File: config.mk
export PLATFORM = sky130hd
export DESIGN_NAME = mul_div_unit
export DESIGN_NICKNAME = d
export VERILOG_FILES = /design/src/rtl/alu_pkg.sv /design/src/rtl/mul_div_step.sv /design/src/rtl/mul_div_unit.sv
export SDC_FILE = /design/constraint.sdc
export NUM_CORES = 1
export LEC_CHECK = 0
export BUFFER_PORTS_ARGS = -buffer_cell sky130_fd_sc_hd__buf_2
export CAP_MARGIN = 0
export CORE_ASPECT_RATIO = 0.6
export CORE_UTILIZATION = 35
export CTS_BUF_LIST = sky130_fd_sc_hd__clkbuf_16
export DETAILED_ROUTE_END_ITERATION = 16
export PLACE_DENSITY = 0.58
export SYNTH_ARGS = -nofsm -noshare
export SYNTH_HDL_FRONTEND = slang
export SYNTH_SLANG_ARGS = --single-unit
File: constraint.sdc
create_clock -name Clock -period 5.6 [get_ports Clock]
set_clock_uncertainty 0.15 [all_clocks]
set_input_delay 0 -clock Clock [delete_from_list [all_inputs] [get_ports Clock]]
set_output_delay 0 -clock Clock [all_outputs]
set_load 0.05 [all_outputs]
File: src/rtl/alu_pkg.sv
// Shared ALU definitions: AluOP encodings, the mul/div FSM state encoding
// and the default datapath width.
package alu_pkg;

    localparam int WIDTH_DEFAULT = 32;

    typedef enum logic [3:0] {
        ALU_SLL  = 4'd0,
        ALU_SRL  = 4'd1,
        ALU_SRA  = 4'd2,
        ALU_MUL  = 4'd3,
        ALU_DIV  = 4'd4,
        ALU_ADD  = 4'd5,
        ALU_SUB  = 4'd6,
        ALU_AND  = 4'd7,
        ALU_OR   = 4'd8,
        ALU_XOR  = 4'd9,
        ALU_LUI  = 4'd10,
        ALU_SLT  = 4'd11,
        ALU_SLTU = 4'd12
    } alu_op_t;

    typedef enum logic [1:0] {
        ST_IDLE = 2'd0,
        ST_RUN  = 2'd1,
        ST_DONE = 2'd2
    } md_state_t;

endpackage

File: src/rtl/mul_div_step.sv
// One radix-2 iteration: shift-add for multiply, trial-subtract/shift for
// restoring division. {i_hi, i_lo} is the product or {remainder, quotient}.
module mul_div_step
    import alu_pkg::*;
#(
    parameter int WIDTH = WIDTH_DEFAULT
) (
    input  logic             i_is_div,
    input  logic [WIDTH-1:0] i_hi,
    input  logic [WIDTH-1:0] i_lo,
    input  logic [WIDTH-1:0] i_operand,
    output logic [WIDTH-1:0] o_hi,
    output logic [WIDTH-1:0] o_lo
);

    logic [WIDTH:0]   w_sum;
    logic [WIDTH:0]   w_shifted;
    logic             w_fits;
    logic [WIDTH-1:0] w_diff;

    always_comb begin
        w_sum     = {1'b0, i_hi} + (i_lo[0] ? {1'b0, i_operand} : '0);
        w_shifted = {i_hi, i_lo[WIDTH-1]};
        w_fits    = (w_shifted >= {1'b0, i_operand});
        // When the trial subtract succeeds the difference is below the divisor,
        // so the low WIDTH bits hold it exactly.
        w_diff    = w_shifted[WIDTH-1:0] - i_operand;
        o_hi      = '0;
        o_lo      = '0;
        if (i_is_div) begin
            if (w_fits) begin
                o_hi = w_diff;
                o_lo = {i_lo[WIDTH-2:0], 1'b1};
            end else begin
                o_hi = w_shifted[WIDTH-1:0];
                o_lo = {i_lo[WIDTH-2:0], 1'b0};
            end
        end else begin
            o_hi = w_sum[WIDTH:1];
            o_lo = {w_sum[0], i_lo[WIDTH-1:1]};
        end
    end

endmodule

File: src/rtl/mul_div_unit.sv
// Multi-cycle unsigned MUL/DIV engine beside the ALU: fixed WIDTH-cycle run,
// one-cycle Done pulse, results held until the next completed operation.
module mul_div_unit
    import alu_pkg::*;
#(
    parameter int WIDTH = WIDTH_DEFAULT
) (
    input  logic             Clock,
    input  logic             Reset,
    input  logic             Start,
    input  logic [3:0]       AluOP,
    input  logic [WIDTH-1:0] X,
    input  logic [WIDTH-1:0] Y,
    output logic             Busy,
    output logic             Done,
    output logic [WIDTH-1:0] Result,
    output logic [WIDTH-1:0] Result_2,
    output logic             DivByZero,
    output md_state_t        o_dbg_state
);

    localparam int CNT_W = $clog2(WIDTH);
    localparam logic [CNT_W-1:0] LAST = CNT_W'(WIDTH - 1);

    md_state_t        r_state;
    md_state_t        w_state_next;
    logic [CNT_W-1:0] r_count;
    logic [WIDTH-1:0] r_hi;
    logic [WIDTH-1:0] r_lo;
    logic [WIDTH-1:0] r_operand;
    logic             r_is_div;
    logic             w_accept;
    logic             w_last;
    logic [WIDTH-1:0] w_step_hi;
    logic [WIDTH-1:0] w_step_lo;

    // Handshake: Start is a request taken only while IDLE with a MUL/DIV op;
    // Busy and Done both mean "not ready", and a refused Start is dropped.
    assign w_accept = (r_state == ST_IDLE) && Start &&
                      ((AluOP == ALU_MUL) || (AluOP == ALU_DIV));
    assign w_last      = (r_count == LAST);
    assign Busy        = (r_state == ST_RUN);
    assign Done        = (r_state == ST_DONE);
    assign o_dbg_state = r_state;

    mul_div_step #(.WIDTH(WIDTH)) u_step (
        .i_is_div  (r_is_div),
        .i_hi      (r_hi),
        .i_lo      (r_lo),
        .i_operand (r_operand),
        .o_hi      (w_step_hi),
        .o_lo      (w_step_lo)
    );

    always_ff @(posedge Clock or posedge Reset) begin
        if (Reset) r_state <= ST_IDLE;
        else       r_state <= w_state_next;
    end

    always_comb begin
        w_state_next = r_state;
        case (r_state)
            ST_IDLE: if (w_accept) w_state_next = ST_RUN;
            ST_RUN:  if (w_last)   w_state_next = ST_DONE;
            ST_DONE: w_state_next = ST_IDLE;
            default: w_state_next = ST_IDLE;
        endcase
    end

    always_ff @(posedge Clock or posedge Reset) begin
        if (Reset) begin
            r_count   <= '0;
            r_hi      <= '0;
            r_lo      <= '0;
            r_operand <= '0;
            r_is_div  <= 1'b0;
            Result    <= '0;
            Result_2  <= '0;
            DivByZero <= 1'b0;
        end else if (w_accept) begin
            r_count   <= '0;
            r_is_div  <= (AluOP == ALU_DIV);
            r_hi      <= '0;
            // MUL shifts the multiplier out of r_lo; DIV shifts the dividend.
            r_lo      <= (AluOP == ALU_DIV) ? X : Y;
            r_operand <= (AluOP == ALU_DIV) ? Y : X;
        end else if (r_state == ST_RUN) begin
            r_hi <= w_step_hi;
            r_lo <= w_step_lo;
            if (w_last) begin
                r_count   <= '0;
                Result    <= w_step_lo;
                Result_2  <= w_step_hi;
                DivByZero <= r_is_div && (r_operand == '0);
            end else begin
                r_count <= r_count + 1'b1;
            end
        end
    end

endmodule

---- Yosys cells after proc, flatten, opt, wreduce, memory -nomap -nowiden ----
Cells that the tools add are included.
storage, ports and cells
  word-level logic and storage cells ...... 47
  input bits .............................. 71
  register bits after elaboration ......... 169
cells by class
  order comparisons ....................... 1
  reduce and logical (&&, ||, !) cells .... 9
  multiplexer cells ....................... 17
  $add $sub $neg .......................... 3
  equal/unequal tests ..................... 7
  bitwise gates (word level) .............. 1
operator list
  kind                                                 number
  two-way mux 32 bit                                   10
  adder 32 x 33 -> 33 bit                              1
  >= comparator 33 x 32 -> 1 bit                       1
  logical NOT 32 bit                                   1
  subtractor 32 bit                                    1
  two-way mux 5 bit                                    3
  adder 5 x 1 -> 5 bit, second input constant          1
  equality test 5 bit, second input constant           1
  equality test 4 x 2 -> 1 bit, second input constant  1
  equality test 4 x 3 -> 1 bit, second input constant  1
  two-way mux 2 bit                                    2
  case mux 2 bit (2 select lines)                      1
  logical AND 1 bit                                    3
  AND reduction 3 bit                                  1
  equality test 2 x 1 -> 1 bit, second input constant  1
  equality test 2 bit, second input constant           1
  logical NOT 2 bit                                    1
  != test 2 x 1 -> 1 bit, second input constant        1
  != test 2 bit, second input constant                 1
  AND reduction 2 bit                                  1
  nonzero test 2 bit                                   1
  logical OR 1 bit                                     1
  two-way mux 1 bit                                    1
  inverter 1 bit                                       1

---- Longest topological paths before layout ----
Gate-level depths: netlist of the first run.
  depth after elaboration ................. 5
  depth in mapped cells ................... 15
  gate-level depth less buffers ........... 12

---- Hierarchy ----
From an unflattened synthesis of the first run, not the netlist that was laid out.
second synthesis, totals
  cells, all modules ...................... 1,357
  area, all modules ....................... 12,126.6 sq um
by module, submodules not included
  module        seq. area each (sq um)  instances  cells each  area an instance (sq um)
  mul_div_unit  4,229.1                 1          686         7,428.4
  mul_div_step  0.0                     1          671         4,698.3

---- Least setup slack after synthesis of the first run ----
OpenSTA, ideal clock, no wires.
  kind .................................... register to register
  start point ............................. register r_lo[0]
  end point ............................... register Result_2[29]
  clock period less this slack ............ 3,272 ps
  setup time .............................. 139 ps
  stages on the path, launching flop included .. 14
  required time ........................... 5,311 ps
  data arrival time ....................... 2,983 ps
  slack ................................... 2,328 ps
  buffers on the path ..................... 1
  path through ............................ dfrtp_1 clkbuf_1 and2_1 ha_1 fa_1 a211oi_1 o21ai_0 nand4_1 a211o_1 a31o_2 o21bai_1 xor2_1 a2111oi_0 o21ai_0
on the way
  longest elaborated chain between the ends .. 3
ends and longest elaborated chain
  what                      line                RTL
  start: declaration        mul_div_unit.sv:29  logic [WIDTH-1:0] r_lo;
  start signal: assignment  mul_div_unit.sv:85  r_lo <= (AluOP == ALU_DIV) ? X : Y;
  start signal: assignment  mul_div_unit.sv:89  r_lo <= w_step_lo;
  two-way mux 32 bit        mul_div_step.sv:22  w_sum = {1'b0, i_hi} + (i_lo[0] ? {1'b0, i_operand} : '0);
  adder 32 x 33 -> 33 bit   mul_div_step.sv:22
  two-way mux 32 bit        mul_div_step.sv:30  if (i_is_div) begin
  end signal: assignment    mul_div_unit.sv:93  Result_2 <= w_step_hi;
  end: declaration          mul_div_unit.sv:17  output logic [WIDTH-1:0] Result_2,
Every way passes these cells.
A chain may end at the register's enable or synchronous reset.

---- Worst setup path after layout of the first run ----
  start point ............................. register r_operand[10]
  end point ............................... register r_hi[24]
on the way
  longest elaborated chain between the ends .. 5
  elaborated cells between the ends (all ways) .. 8
  classes of those cells .................. add/sub (2); order compare (1); mux (5)
ends and longest elaborated chain
  what                                                           line                                    RTL
  start: declaration                                             mul_div_unit.sv:30                      logic [WIDTH-1:0] r_operand;
  start signal: assignment                                       mul_div_unit.sv:86                      r_operand <= (AluOP == ALU_DIV) ? Y : X;
  two-way mux 32 bit (tied with other cells)                     mul_div_step.sv:22
  adder 32 x 33 -> 33 bit or two-way mux 32 bit (tied branches)  mul_div_step.sv:22, mul_div_step.sv:31
  two-way mux 32 bit *                                           mul_div_step.sv:30
  two-way mux 32 bit *                                           mul_div_unit.sv:87                      end else if (r_state == ST_RUN) begin
  two-way mux 32 bit *                                           mul_div_unit.sv:80                      end else if (w_accept) begin
  end signal: assignment                                         mul_div_unit.sv:88                      r_hi <= w_step_hi;
  end: declaration                                               mul_div_unit.sv:28                      logic [WIDTH-1:0] r_hi;
Every way passes the cells marked *; elsewhere a longest branch is shown, timed or not. The select of a mux whose other input is x is not followed.

==> impl_results.md, run 1 <==
* Post-DR wirelength/cell at 22.4 µm
* Die Ht at 146 µm
* Endpoint class of the critical path: flop
* Reg2reg path depth at 12
* Status: finished clean
* CP startpoint kind: flop
* End of the critical path: r_hi[24]
* Buf/Inv on CP at 2
* Hold Vio Cnt, Final at 0
* Die extent in x at approximately 240 µm
* Worst EP arrival at 4.84 ns
* Post-synthesis async set-or-reset flop share at 100%
* Layout fillers at around 3300
* Worst-path clk slew at around 0.080 ns
* Core area at ~34000 µm²
* Top Ports at 140
* Number of cells on the critical path at 12
* Crit-path max cell delay at 0.62 ns
* Max-Cap Viols at 0
* Antenna viol nets, final at 0
* R2r startpoint: r_operand[10]
* Family with the most delay on the worst path: compound AO/OA/AOI/OAI gates
* # nets final at between 1500 and 2000
* DRC at 0
* Critical Path Fanout Max at 14
* Post-Place Worst Slack at ~1.2 ns
* Resize count post-CTS at 0
* Crit path cell chain: inv_1 -> ha_1 -> a21oi_1 -> o21ai_0 -> a21oi_1 -> o22ai_1 -> o2111ai_2 -> nand2_1 -> buf_4 -> mux2_2 -> mux2i_1 -> o21ai_0
* Final hold slack at ~0.082 ns
* Setup TNS at 0 ns
* Worst-Margin Slew at roughly 1.2 ns
* Top cell type's share of synthesized area at 35.0%
* Syn Nets at around 1500
* First-pass DRT Iterations at 5
* Post-synth EDFFs at 0
* Final worst-path cycle share at a little over four fifths
* Max Fclk at 213 MHz
* CTS tree: built
* CP startpoint: r_operand[10]
* Dominant cells by area after synthesis: dfrtp_1 (35%), mux2i_1 (8.8%), ha_1 (6.8%), o21ai_0 (5.9%), nand2_1 (5.9%)
* CTS root buffer: clkbuf_16
* Port-buffer cells at roughly 140
* Share of cells above drive strength 1 at 14.8%
* Grt ovf at 0
* Max-slew violations at 0
* Worst skew pair latency at ~0.46 ns
* RSZ-0062 raised after global routing: no
* Largest net degree at the start of global routing at 89
* Setup ws final at a little over 0.9 ns
* Final setup fails at 0
* CTS Sinks at ~170
* DRT iter0 DRCs at about 1000
* Post-DP Area at around 13000 µm²
* Routed vias at 11660
* HP Class: primary input to async pin
* Die area at approximately 35000 µm²
* Most frequent cell after synthesis: nand2_1
* CTS Buffer Depth at 2
* Final HPWL DP at roughly 33000 µm
* Yosys warning total at 0
* Synthesized area per cell at a little under 9 µm²
* First-pass GRT wire length at 69400 µm
* Vias in the first global route at 10945
* Final min period at 4.69 ns
* Top_reg_cell synth: dfrtp_1
* Layout area overhead at 21.6%
* Post-synthesis sequential area ratio at around a third
* Reg2Reg Setup Slack at 0.91 ns
* Worst Path Required at 5.75 ns
* Mapped Area at between 10000 and 15000 µm²
* Leading area contributor after synthesis: dfrtp_1
* Slowest cell on crit path: nand2_1
* Crit Path Category: flop to flop
* TritonCTS Buffers at 17
* Routed wire length at ~46000 µm
* Final Instance Area at between 10000 and 15000 µm²
* Starting Density at around 36%
* Via/cell ratio at around 5.7
* Relative slew slack at between 10% and 20%
* Total track usage at 25.9%
* Placer Congestion at approximately 0.98
* Seq cells post-synth at ~170
* H-tree depth at 4
* Netlist cell types at 78
* Initial antenna violation count at 4
* Syn Inst Count at 1383
* Synth cell count leaders: nand2_1 (189), dfrtp_1 (169), o21ai_0 (143)
* Worst r2r dst: r_hi[24]
* Number of core rows at between 50 and 60
[repair_timing]
action	4_1_cts	5_1_grt
hold buffers	97	0
hold endpoints to repair	150	0
setup buffers	0	0
[worst min-delay path, delay by kind of cell]
family	cells	cell delay (ns)
buf+inv	3	1.22
[how the worst min path moves through the flow]
stage                     startpoint             to  slack [ns]  cells past startpoint
after CTS                      Reset        r_lo[4]        0.12                      3
after floorplan                X[10]  r_operand[10]        0.05                      2
after global routing           Reset        r_lo[4]        0.15                      3
final                          Reset        r_lo[4]        0.08                      3
after detailed placement       Reset        r_lo[4]        0.06                      2
after global placement         Reset        r_lo[4]        0.06                      2
[metal layers]
metal / vias to the layer above / GRT usage (%) / part of all wire [%]
li1: 5410 / - / -
met1: 5670 / 39.7 / 49
met2: 517 / 32.7 / 38
met3: 59 / 9.50 / 11
met4: 4 / 6.96 / 1.6
met5: - / 1.87 / 0.14
[cell type report]
| type | count | area, µm² | share of cell area [%] |
|---|---|---|---|
| multi-input cells | 1076 | 7300 | 49.6 |
| diodes | 3 | 7.51 | 0.0511 |
| inverters | 49 | 189 | 1.29 |
| well taps | 459 | 574 | 3.91 |
| flip-flops and latches | 169 | 4230 | 28.8 |
| repair buffers | 250 | 1770 | 12.1 |
| clock buffers | 17 | 425 | 2.89 |
| clock inverters | 15 | 203 | 1.38 |
[registers in the layout, indices dropped and copies added, names as in the netlist, 2 cells and up]
register	cells
o_dbg_state	2
Result	32
r_lo	32
r_hi	32
r_count	5
Result_2	32
r_operand	32
[stage by stage]
stage,util (%),std cells
floorplan,-,1383
global placement,38.7,1906
detailed placement,38.7,1906
CTS,43.4,2035
global route,43.4,2036
finish,43.4,2038
[cell usage in the layout, fill, tap and decap left out, types with 5 or more instances in the layout]
cell type,instances
dfrtp_1,168
o21a_1,9
or3_1,10
a21o_1,33
nand4_1,19
o31ai_1,13
a31oi_1,10
inv_1,47
o21ai_0,143
buf_4,14
nand2_1,187
and2_1,36
mux2_2,21
o21bai_1,7
nor2b_1,8
and3_1,13
nor2_1,62
xor2_1,21
dlygate4sd3_1,97
clkbuf_16,17
a21oi_1,83
o2bb2ai_1,5
mux2i_1,106
nand2b_1,9
o211ai_1,7
nor4_1,12
o221ai_1,33
nand3_1,27
a31o_2,6
a211oi_1,16
nor3_1,15
buf_2,139
xnor2_1,23
ha_1,66
[kinds of logic (layout without fill, tap and decap cells)]
group	Yosys count	count (layout)	share of synthesized area (%)
flops	169	169	35.0
fa+ha+maj	68	68	7.16
other cells	0	3	0
compound gates	415	415	22.2
xor+xnor	44	44	3.19
simple gates	422	422	16.8
mux	127	127	10.7
buf+inv	138	331	4.86
Power of run 1 is left out: the tool's default activity adds up to more than one toggle a clock period on the data nets, which glitch-free logic cannot reach.
==> run 2, diff against run 1 <==
==> constraint.sdc (replaced) <==
create_clock -name Clock -period 4.83 [get_ports Clock]
set_clock_uncertainty 0.15 [all_clocks]
set_input_delay 0 -clock Clock [delete_from_list [all_inputs] [get_ports Clock]]
set_output_delay 0 -clock Clock [all_outputs]
set_load 0.05 [all_outputs]
==> impl_results.md, run 2 (synthesized netlist as in run 1, its figures left out) <==
* Crit-path max cell delay at 0.78 ns (was 0.62 ns)
* Antenna viol nets, final at 0 (unchanged)
* HP Class: primary input to flop (was primary input to async pin)
* Final core utilization at 43.5% (was 43.4%)
* Die extent in x at 242 µm (unchanged)
* Die Ht at 146 µm (unchanged)
* Worst Path Required at 5.06 ns (was 5.75 ns)
* Final HPWL DP at 33800 µm (was 32900 µm)
* DRT iter0 DRCs at 1436 (was 1032)
* Buf/Inv on CP at 2 (unchanged)
* Status: finished clean (unchanged)
* Total track usage at 26.4% (was 25.9%)
* Most frequent cells in the layout: nand2_1 (187), dfrtp_1 (168), o21ai_0 (143) (unchanged)
* Die area at 35300 µm² (unchanged)
* Max-slew violations at 0 (unchanged)
* Worst-Margin Slew at 1.10 ns (was 1.21 ns)
* Antenna diodes at 0 (was 3)
* CTS Buffer Depth at 2 (unchanged)
* Post-DR wirelength/cell at 22.8 µm (was 22.4 µm)
* Family with the most delay on the worst path: compound AO/OA/AOI/OAI gates (unchanged)
* Setup TNS at 0 ns (unchanged)
* H-tree depth at 4 (unchanged)
* Commonest non-fill, non-tap cell in the layout: nand2_1 (unchanged)
* Worst-path clk slew at 0.07 ns (was 0.08 ns)
* Relative slew slack at 26.6% (was 19.3%)
* # nets final at 1716 (was 1702)
* CP startpoint kind: flop (unchanged)
* DRC at 0 (unchanged)
* RSZ-0062 raised after global routing: no (unchanged)
* Final min period at 4.70 ns (was 4.69 ns)
* Endpoint class of the critical path: flop (unchanged)
* Routed vias at 11911 (was 11660)
* Worst EP arrival at 4.93 ns (was 4.84 ns)
* Max-Cap Viols at 0 (unchanged)
* Slowest cell on crit path: o31ai_1 (was nand2_1)
* Share of cells above drive strength 1 at 15.4% (was 14.8%)
* First-pass DRT Iterations at 5 (unchanged)
* Resize count post-CTS at 0 (unchanged)
* Grt ovf at 0 (unchanged)
* Final setup fails at 0 (unchanged)
* Starting Density at 35.7% (unchanged)
* Layout area overhead at 21.8% (was 21.6%)
* Top Ports at 140 (unchanged)
* Core area at 33800 µm² (unchanged)
* Worst skew pair latency at 0.45 ns (was 0.46 ns)
* Placer Congestion at 1.02 (was 0.977)
* Vias in the first global route at 11149 (was 10945)
* Initial antenna violation count at 4 (unchanged)
* Largest net degree at the start of global routing at 170 (was 89)
* CTS tree: built (unchanged)
* Crit path cell chain: inv_1 -> ha_1 -> nor2b_1 -> o31ai_1 -> a211oi_1 -> o311a_1 -> o2111ai_2 -> and2_4 -> nor2_1 -> o21ai_0 -> buf_4 -> a22o_1 (was inv_1 -> ha_1 -> a21oi_1 -> o21ai_0 -> a21oi_1 -> o22ai_1 -> o2111ai_2 -> nand2_1 -> buf_4 -> mux2_2 -> mux2i_1 -> o21ai_0)
* Number of core rows at 52 (unchanged)
* TritonCTS Buffers at 17 (unchanged)
* Hold Vio Cnt, Final at 0 (unchanged)
* CTS Sinks at 169 (unchanged)
* Via/cell ratio at 5.82 (was 5.72)
* Port-buffer cells at 139 (unchanged)
* # Post-CTS Setup Buffers at 0 (unchanged)
* Max Fclk at 213 MHz (about the same)
* CTS root buffer: clkbuf_16 (unchanged)
* Critical Path Fanout Max at 31 (was 14)
* First-pass GRT wire length at 71300 µm (was 69400 µm)
* Final worst-path cycle share at 97.4% (was 83.8%)
* Routed wire length at 46700 µm (was 45600 µm)
* Crit Path Category: flop to flop (unchanged)
-- run 2: changes by cell type in the layout (fill, tap and decap cells not counted) --
cell,before,now
inv_8,3,2
buf_12,0,2
bufinv_16,2,0
clkinv_4,3,2
dlygate4sd3_1,97,96
clkinv_8,3,0
buf_4,14,27
clkinv_1,1,2
clkinv_2,0,3
inv_1,47,49
diode_2,3,0
-- run 2: cell type report --
| class | count | area [µm²] |
|---|---|---|
| clock buffers | 17 | 425 |
| repair buffers | 264 | 1900 |
| inverters | 49 | 189 |
| clock inverters | 14 | 100 |
| fillers | 3380 | 19100 |
| multi-input cells | 1076 | 7300 |
| well taps | 459 | 574 |
| flip-flops and latches | 169 | 4230 |
-- run 2: metrics by stage --
step / setup slack [ns] / cells / instance area, µm² / hold WS, ns
6_report: 0.128 / 2048 / 14700 / 0.0379
5_1_grt: 0.0164 / 2048 / 14700 / 0.0642
4_1_cts: 0.308 / 2048 / 14700 / 0.0215
3_5_place_dp: 0.355 / 1921 / 13200 / 0.167
3_3_place_gp: 0.430 / 1921 / 13200 / 0.152
2_1_floorplan: 0.105 / 1383 / 12100 / 0.0462
-- run 2: timing repair --
action	4_1_cts	5_1_grt
setup endpoints to repair	0	0
hold buffers	96	0
hold endpoints to repair	232	0
-- run 2: path summary, 6_finish.rpt --
path	startpoint	end	slack (ns)	depth (start not counted)
max in group asynchronous	Reset	Result_2[5]	3.59	4
worst min register to register	Result_2[30]	Result_2[30]	0.32	2
worst max register to register	r_operand[1]	Result_2[5]	0.13	12
worst min-delay path	X[23]	r_operand[23]	0.04	3
min in group asynchronous	Reset	r_lo[6]	0.18	4
worst max-delay path	r_operand[1]	Result_2[5]	0.13	12
-- run 2: metal layers --
layer / share of wire (%) / global-route usage (%)
met1: 50 / 42.3
met2: 39 / 35.1
met3: 10 / 6.18
met4: 1.3 / 5.16
met5: 0.026 / 0
-- run 2: tightest hold or removal path, delay by kind of cell --
family	cells	cell delay, ns
compound gates	1	0.26
buf+inv	1	0.09
mux	1	0.24
Power of run 2 is left out for the same reason.
